$ cat src/rtl/imem_arbiter_if.sv
// rtl/imem_arbiter_if.sv - fetch, loader and instruction-memory signal bundle for imem_arbiter
// IMEM_ALIGN_ERR_EN adds the align_err / align_owner debug signals.
interface imem_arbiter_if;
  logic        fetch_req;
  logic [31:0] fetch_addr;
  logic        fetch_gnt;
  logic        fetch_vld;
  logic [31:0] fetch_data;
  logic        ld_req;
  logic        ld_we;
  logic        ld_lock;
  logic [31:0] ld_addr;
  logic [31:0] ld_wdata;
  logic        ld_gnt;
  logic        ld_vld;
  logic [31:0] ld_rdata;
  logic        mem_en;
  logic        mem_we;
  logic [31:0] mem_addr;
  logic [31:0] mem_wdata;
  logic [31:0] mem_rdata;
`ifdef IMEM_ALIGN_ERR_EN
  logic        align_err;
  logic        align_owner;

  modport slave (
    input  fetch_req, fetch_addr, ld_req, ld_we, ld_lock, ld_addr, ld_wdata, mem_rdata,
    output fetch_gnt, fetch_vld, fetch_data, ld_gnt, ld_vld, ld_rdata,
    output mem_en, mem_we, mem_addr, mem_wdata, align_err, align_owner
  );
  modport master (
    output fetch_req, fetch_addr, ld_req, ld_we, ld_lock, ld_addr, ld_wdata, mem_rdata,
    input  fetch_gnt, fetch_vld, fetch_data, ld_gnt, ld_vld, ld_rdata,
    input  mem_en, mem_we, mem_addr, mem_wdata, align_err, align_owner
  );
`else
  modport slave (
    input  fetch_req, fetch_addr, ld_req, ld_we, ld_lock, ld_addr, ld_wdata, mem_rdata,
    output fetch_gnt, fetch_vld, fetch_data, ld_gnt, ld_vld, ld_rdata,
    output mem_en, mem_we, mem_addr, mem_wdata
  );
  modport master (
    output fetch_req, fetch_addr, ld_req, ld_we, ld_lock, ld_addr, ld_wdata, mem_rdata,
    input  fetch_gnt, fetch_vld, fetch_data, ld_gnt, ld_vld, ld_rdata,
    input  mem_en, mem_we, mem_addr, mem_wdata
  );
`endif
endinterface

$ cat src/rtl/imem_arbiter.sv
// rtl/imem_arbiter.sv - single-port instruction memory arbiter between CPU fetch and boot loader
// IMEM_ALIGN_ERR_EN: misaligned requests are granted but not issued, and pulse align_err.
module imem_arbiter #(
  parameter int MEM_LAT    = 1,
  parameter int STARVE_MAX = 3
) (
  input  logic clk,
  input  logic reset,
  imem_arbiter_if.slave bus
);
  localparam int WC_W = $clog2(STARVE_MAX + 1);
  localparam logic [WC_W-1:0] WC_MAX = WC_W'(STARVE_MAX);

  logic [WC_W-1:0]    wait_cnt;
  logic               starve;
  logic               fetch_gnt_c;
  logic               ld_gnt_c;
  logic               any_gnt;
  logic               issue;
  logic               push_vld;
  logic [31:0]        sel_addr;
  logic [MEM_LAT-1:0] tag_vld;
  logic [MEM_LAT-1:0] tag_own;

  always_comb begin
    starve      = (wait_cnt == WC_MAX);
    // Loader yields to fetch unless locked or starved; the two terms are mutually exclusive.
    ld_gnt_c    = !reset && bus.ld_req && (bus.ld_lock || starve || !bus.fetch_req);
    fetch_gnt_c = !reset && bus.fetch_req && !bus.ld_lock && !(bus.ld_req && starve);
    any_gnt     = ld_gnt_c || fetch_gnt_c;
    sel_addr    = ld_gnt_c ? bus.ld_addr : bus.fetch_addr;
`ifdef IMEM_ALIGN_ERR_EN
    issue       = any_gnt && (sel_addr[1:0] == 2'b00);
`else
    issue       = any_gnt;
`endif
    push_vld    = issue && !(ld_gnt_c && bus.ld_we);
  end

`ifdef IMEM_ALIGN_ERR_EN
  logic align_owner_q;

  assign bus.align_err   = any_gnt && (sel_addr[1:0] != 2'b00);
  assign bus.align_owner = align_owner_q;

  always_ff @(posedge clk) begin
    if (reset) begin
      align_owner_q <= 1'b0;
    end else if (bus.align_err) begin
      align_owner_q <= ld_gnt_c;
    end
  end
`else
  logic unused_addr_lsb;
  assign unused_addr_lsb = ^sel_addr[1:0];
`endif

  assign bus.fetch_gnt = fetch_gnt_c;
  assign bus.ld_gnt    = ld_gnt_c;
  assign bus.mem_en    = issue;
  assign bus.mem_we    = issue && ld_gnt_c && bus.ld_we;
  assign bus.mem_addr  = {sel_addr[31:2], 2'b00};
  assign bus.mem_wdata = bus.ld_wdata;

  always_ff @(posedge clk) begin
    if (reset) begin
      wait_cnt <= '0;
    end else if (!bus.ld_req || ld_gnt_c) begin
      wait_cnt <= '0;
    end else if (!starve) begin
      wait_cnt <= wait_cnt + 1'b1;
    end
  end

  // Tag stage k holds the request granted k+1 cycles ago; the last stage lines up with mem_rdata.
  always_ff @(posedge clk) begin
    if (reset) begin
      tag_vld <= '0;
    end else begin
      tag_vld[0] <= push_vld;
      for (int i = 1; i < MEM_LAT; i++) begin
        tag_vld[i] <= tag_vld[i-1];
      end
    end
  end

  always_ff @(posedge clk) begin
    tag_own[0] <= ld_gnt_c;
    for (int i = 1; i < MEM_LAT; i++) begin
      tag_own[i] <= tag_own[i-1];
    end
  end

  assign bus.fetch_vld  = tag_vld[MEM_LAT-1] && !tag_own[MEM_LAT-1];
  assign bus.ld_vld     = tag_vld[MEM_LAT-1] &&  tag_own[MEM_LAT-1];
  assign bus.fetch_data = bus.mem_rdata;
  assign bus.ld_rdata   = bus.mem_rdata;
endmodule

$ cat src/flat_wrapper.sv
// flat-port wrapper written by rule: the top's interface ports become plain ports
module imem_arbiter_flat 
#(
  parameter int MEM_LAT    = 1,
  parameter int STARVE_MAX = 3
)
  (clk, reset, bus_fetch_req, bus_fetch_addr, bus_ld_req, bus_ld_we, bus_ld_lock, bus_ld_addr, bus_ld_wdata, bus_mem_rdata, bus_fetch_gnt, bus_fetch_vld, bus_fetch_data, bus_ld_gnt, bus_ld_vld, bus_ld_rdata, bus_mem_en, bus_mem_we, bus_mem_addr, bus_mem_wdata);
  imem_arbiter_if bus_i ();
  input  logic clk;
  input  logic reset;
  input wire logic [$bits(bus_i.fetch_req)-1:0] bus_fetch_req;
  input wire logic [$bits(bus_i.fetch_addr)-1:0] bus_fetch_addr;
  input wire logic [$bits(bus_i.ld_req)-1:0] bus_ld_req;
  input wire logic [$bits(bus_i.ld_we)-1:0] bus_ld_we;
  input wire logic [$bits(bus_i.ld_lock)-1:0] bus_ld_lock;
  input wire logic [$bits(bus_i.ld_addr)-1:0] bus_ld_addr;
  input wire logic [$bits(bus_i.ld_wdata)-1:0] bus_ld_wdata;
  input wire logic [$bits(bus_i.mem_rdata)-1:0] bus_mem_rdata;
  output wire logic [$bits(bus_i.fetch_gnt)-1:0] bus_fetch_gnt;
  output wire logic [$bits(bus_i.fetch_vld)-1:0] bus_fetch_vld;
  output wire logic [$bits(bus_i.fetch_data)-1:0] bus_fetch_data;
  output wire logic [$bits(bus_i.ld_gnt)-1:0] bus_ld_gnt;
  output wire logic [$bits(bus_i.ld_vld)-1:0] bus_ld_vld;
  output wire logic [$bits(bus_i.ld_rdata)-1:0] bus_ld_rdata;
  output wire logic [$bits(bus_i.mem_en)-1:0] bus_mem_en;
  output wire logic [$bits(bus_i.mem_we)-1:0] bus_mem_we;
  output wire logic [$bits(bus_i.mem_addr)-1:0] bus_mem_addr;
  output wire logic [$bits(bus_i.mem_wdata)-1:0] bus_mem_wdata;
  assign bus_i.fetch_req = bus_fetch_req;
  assign bus_i.fetch_addr = bus_fetch_addr;
  assign bus_i.ld_req = bus_ld_req;
  assign bus_i.ld_we = bus_ld_we;
  assign bus_i.ld_lock = bus_ld_lock;
  assign bus_i.ld_addr = bus_ld_addr;
  assign bus_i.ld_wdata = bus_ld_wdata;
  assign bus_i.mem_rdata = bus_mem_rdata;
  assign bus_fetch_gnt = bus_i.fetch_gnt;
  assign bus_fetch_vld = bus_i.fetch_vld;
  assign bus_fetch_data = bus_i.fetch_data;
  assign bus_ld_gnt = bus_i.ld_gnt;
  assign bus_ld_vld = bus_i.ld_vld;
  assign bus_ld_rdata = bus_i.ld_rdata;
  assign bus_mem_en = bus_i.mem_en;
  assign bus_mem_we = bus_i.mem_we;
  assign bus_mem_addr = bus_i.mem_addr;
  assign bus_mem_wdata = bus_i.mem_wdata;
  imem_arbiter #(.MEM_LAT(MEM_LAT), .STARVE_MAX(STARVE_MAX)) u_core (.clk(clk), .reset(reset), .bus(bus_i));
endmodule
$ cat config.mk
export PLATFORM = sky130hd
export DESIGN_NAME = imem_arbiter_flat
export DESIGN_NICKNAME = d
export VERILOG_FILES = /design/src/rtl/imem_arbiter_if.sv /design/src/rtl/imem_arbiter.sv /design/src/flat_wrapper.sv
export SDC_FILE = /design/constraint.sdc
export NUM_CORES = 1
export LEC_CHECK = 0
export BUFFER_PORTS_ARGS = -buffer_cell sky130_fd_sc_hd__buf_2
export CORE_AREA = 2 2 103 105
export DETAILED_ROUTE_END_ITERATION = 10
export DIE_AREA = 0 0 105 107
export MAX_ROUTING_LAYER = met4
export PLACE_DENSITY = 0.59
export SLEW_MARGIN = 20
export SYNTH_ARGS = -nofsm -noshare
export SYNTH_HDL_FRONTEND = slang
export SYNTH_SLANG_ARGS = --single-unit
$ cat constraint.sdc
create_clock -name clk -period 3.3 [get_ports clk]
set_input_delay 0.495 -clock clk [delete_from_list [all_inputs] [get_ports clk]]
set_output_delay 0.495 -clock clk [all_outputs]
set_load 0.03 [all_outputs]
* After elaboration in Yosys (flattened, before gate mapping) *
Cells that the tools add are included.

word-level totals
  flip-flop bits (word level) = 4
  bits in latches = 0
  memory bits (writable) = 0
  bits in read-only memories = 0
  input bits = 134
  output and inout port bits = 134
  logic and storage cells = 30
  memories kept = 0

cells by class
  add/sub/neg operators = 1
  multiply operators = 0
  divide/modulo/power cells = 0
  magnitude comparators = 0
  equal/unequal tests = 1
  shifts and indexed selects = 0
  mux-type cells = 1
  bitwise gates (word level) = 0
  reductions and logical operators = 24

operators with widths
  kind                                                           count
  32-bit 2-to-1 mux                                              1
  1-bit logical AND                                              12
  1-bit zero test                                                7
  1-bit logical OR                                               4
  2-bit by 1-bit adder with 2-bit output, second input constant  1
  2-bit == test, second input constant                           1
  2-bit OR reduction                                             1

* Logic depth before layout (Yosys ltp) *
  word-level depth = 7
  depth in mapped cells = 5
  depth with buffers taken out = 4

* Worst setup path after synthesis *
Ideal clock, no wire load.

  path kind = input to output
  start = input port bus_fetch_req
  end = output port bus_mem_addr[19]
  data arrival time = 1.441 ns
  required time = 2.805 ns
  path slack = 1.364 ns
  stages on the path = 4
  buffers on the path = 1
  cells stage by stage = nor3b_4 > nor2_4 > buf_8 > mux2_4

on the way
  cells in the longest elaborated chain, start to end = 4

ends and longest elaborated chain
  element             line                source
  start: declaration  flat_wrapper.sv:11  input wire logic [$bits(bus_i.fetch_req)-1:0] bus_fetch_req;
  1-bit zero test     imem_arbiter.sv:28  ld_gnt_c = !reset && bus.ld_req && (bus.ld_lock || starve || !bus.fetch_req);
  1-bit logical OR    imem_arbiter.sv:28
  1-bit logical AND   imem_arbiter.sv:28
  net bus_ld_gnt      flat_wrapper.sv:22  output wire logic [$bits(bus_i.ld_gnt)-1:0] bus_ld_gnt;
  32-bit 2-to-1 mux   imem_arbiter.sv:31  sel_addr = ld_gnt_c ? bus.ld_addr : bus.fetch_addr;
  end: declaration    flat_wrapper.sv:27  output wire logic [$bits(bus_i.mem_addr)-1:0] bus_mem_addr;

The timed path passes the listed nets, and every way through them passes these cells.

* Worst setup path after layout *
  start = register u_core.wait_cnt[0]
  end = output port bus_mem_addr[29]

on the way
  cells in the longest elaborated chain, start to end = 5

ends and longest elaborated chain
  element                         line                source
  start: declaration              imem_arbiter.sv:14  logic [WC_W-1:0] wait_cnt;
  start signal: assignment        imem_arbiter.sv:71  wait_cnt <= wait_cnt + 1'b1;
  2-bit == test                   imem_arbiter.sv:26  starve = (wait_cnt == WC_MAX);
  1-bit logical OR (2 in series)  imem_arbiter.sv:28
  1-bit logical AND               imem_arbiter.sv:28
  32-bit 2-to-1 mux               imem_arbiter.sv:31

Every way passes these cells.

==> results.tsv <==
metric	value	unit
vias	860	
postCtsHoldBufs	0	
synthCells	150	
drtPass1Iterations	2	
route.detailed.drc	0	
drive_above_1_share	89.1	%
hpwl	3200	um
htreeDepth	1	
dieArea	0.0112	mm^2
power_frac_seq	14.0	%
path_cells	ha_1 > nor3b_4 > nor2_4 > buf_4 > mux2_2 > buf_2	
die_w	105	um
fillers	1187	
dpl.cell_count	289	
maxCapViolCount	0	
p_int	0.225	mW
grt_pass1_wl	4950	um
wl_met1	1290	um
portBuffers	101	
vias_per_cell	2.95	
hp-class	flop to flop	
wl_met2	1590	um
syn-cell-area	0.00144	mm^2
synth-edff-count	0	
dieHeight	107	um
p_sw	0.140	mW
switching_share	38.4	%
path_class	flop to output pin	
crit_family	buffers and inverters	
grt_max_degree	22	
place.gp.congestion	0.601	
overflow	0	
grt_usage	5.78	%
top_layer_used	met4	
skew	1.09	ps
place_area	0.00135	mm^2
cts_buffer_depth	2	
core	0.0101	mm^2
required	2800	ps
crit_buf_inv	2	
yosys_register_bits	4	
ys.flop_type	dfxtp_1	
finalCritPeriodShare	74.9	%
wire_per_inst	12.0	um
max_freq	404	MHz
ys_types	18	
ys_seq_area_share	5.57	%
rows	37	
pwr-share-comb	59.1	%
power.total	0.366	mW
area_growth	-2.96	%
vdd_drop_max	0.112	mV
crit_path_end_kind	output pin	
p_clk_share	26.9	%
powerDensity	262	mW/mm^2
setup_viol	0	
ant_nets	0	
cts_tree	built	
cp_slowest_cell	mux2_2	
pin_count	268	
hold_violations	0	
numCtsBuffers	3	
route.met3.wl	601	um
async_reset_ff_share	0	%
cts_resized	0	
fin_cells	292	
antenna_found_initial	0	
cts-root-buf	clkbuf_8	
cpPeakStageDelay	370	ps
clock-sinks	4	
critPathLaunchType	flop	
fin_setup_tns	0	ps
cp_max_fo	9	
p_leak	0.738	nW
grt_pass1_vias	913	
drv_slew	0	
start_util	14.2	%
rsz0062_at_grt	no	
status	finished clean	
cts_setup_buffers	0	
r2r_setup_slack	1860	ps
avgSynthCellArea	9.58	um^2
drt-initial-drc-count	28	
design_area	0.00139	mm^2
ys_warn_count	0	
diodes	0	
arrival	1980	ps
num-nets-final	293	
finalCriticalPeriod	2470	ps
wl	3490	um
clock_latency	210	ps
clkTransAtPathRegs	30	ps
==> final timing paths <==
check,cells after the start,to,start
hold reg to reg,1,u_core.wait_cnt[0],u_core.wait_cnt[0]
setup reg to reg,5,u_core.tag_vld,u_core.wait_cnt[0]
hold / removal,1,u_core.wait_cnt[0],u_core.wait_cnt[0]
setup / recovery,6,bus_mem_addr[29],u_core.wait_cnt[0]
==> synth_stat cells (2+ instances only) <==
master,instances,share of area [%]
a211oi_1,2,1.0
mux2_2,3,2.4
buf_4,98,51
mux2_4,27,28
buf_12,2,2.8
and2_1,2,0.87
nor2b_1,2,0.87
dfxtp_1,4,5.6
==> sequential cells by signal, summed over array words and instances (netlist names) <==
name	flops
u_core.tag_own	1
u_core.tag_vld	1
u_core.wait_cnt	2
==> layout make-up <==
| type | instances | area (um^2) | area share [%] |
|---|---|---|---|
| flip-flops and latches | 4 | 80.1 | 5.75 |
| multi-input cells | 46 | 569 | 40.8 |
| clock buffers | 3 | 41.3 | 2.96 |
| repair buffers | 103 | 533 | 38.2 |
| well taps | 136 | 170 | 12.2 |
==> per-stage QoR <==
step           worst slack [ps]  utilization, %  hold slack [ps]
2_1_floorplan              1360               -              404
3_3_place_gp                920            13.4              414
3_5_place_dp                886            13.4              426
4_1_cts                     773            13.8              431
5_1_grt                     698            13.8              447
6_report                    828            13.8              427
==> placed cells by master, fill, tap and decap left out <==
master	instances
buf_2	101
mux2_4	27
ha_1	1
and2_1	2
nor2_1	1
buf_12	1
nand2b_1	1
conb_1	2
nor2b_1	2
nor4_1	1
a211oi_1	2
nor2_4	1
buf_4	1
nor3b_4	1
nand2b_4	1
dfxtp_1	4
clkbuf_8	3
and4b_1	1
mux2_2	3
==> routing by layer <==
metal | global-route usage, % | vias to the layer above
met2 | 8.53 | 96
li1 | - | 400
met1 | 6.39 | 362
met5 | - | -
met4 | 1.14 | 0
met3 | 4.13 | 2
==> kinds of logic (layout without fill, tap and decap cells) <==
group | count (synthesis) | after routing | synth area share [%]
simple gates | 11 | 11 | 6.62
flops | 4 | 4 | 5.58
other cells | 1 | 2 | 0.261
compound gates | 2 | 2 | 1.04
fa+ha+maj | 1 | 1 | 0.871
mux | 30 | 30 | 30.6
buf+inv | 101 | 106 | 55.1
==> worst reg2reg max path: stages, from the launching register on <==
cell	delay, ps
dfxtp_1	300
ha_1	250
nor3b_4	250
nor2_4	120
buf_12	190
a211oi_1	240
==> power by group through the flow <==
stage	clock network [mW]	registers [mW]	logic (mW)
final	0.0984	0.0513	0.216
after global routing	0.107	0.0517	0.230
after CTS	0.101	0.0514	0.219
after detailed placement	0	0.0520	0.219
after global placement	0	0.0519	0.216
after floorplan	0	0.0518	0.364
Note: power is estimated with default switching activity, not from simulation.
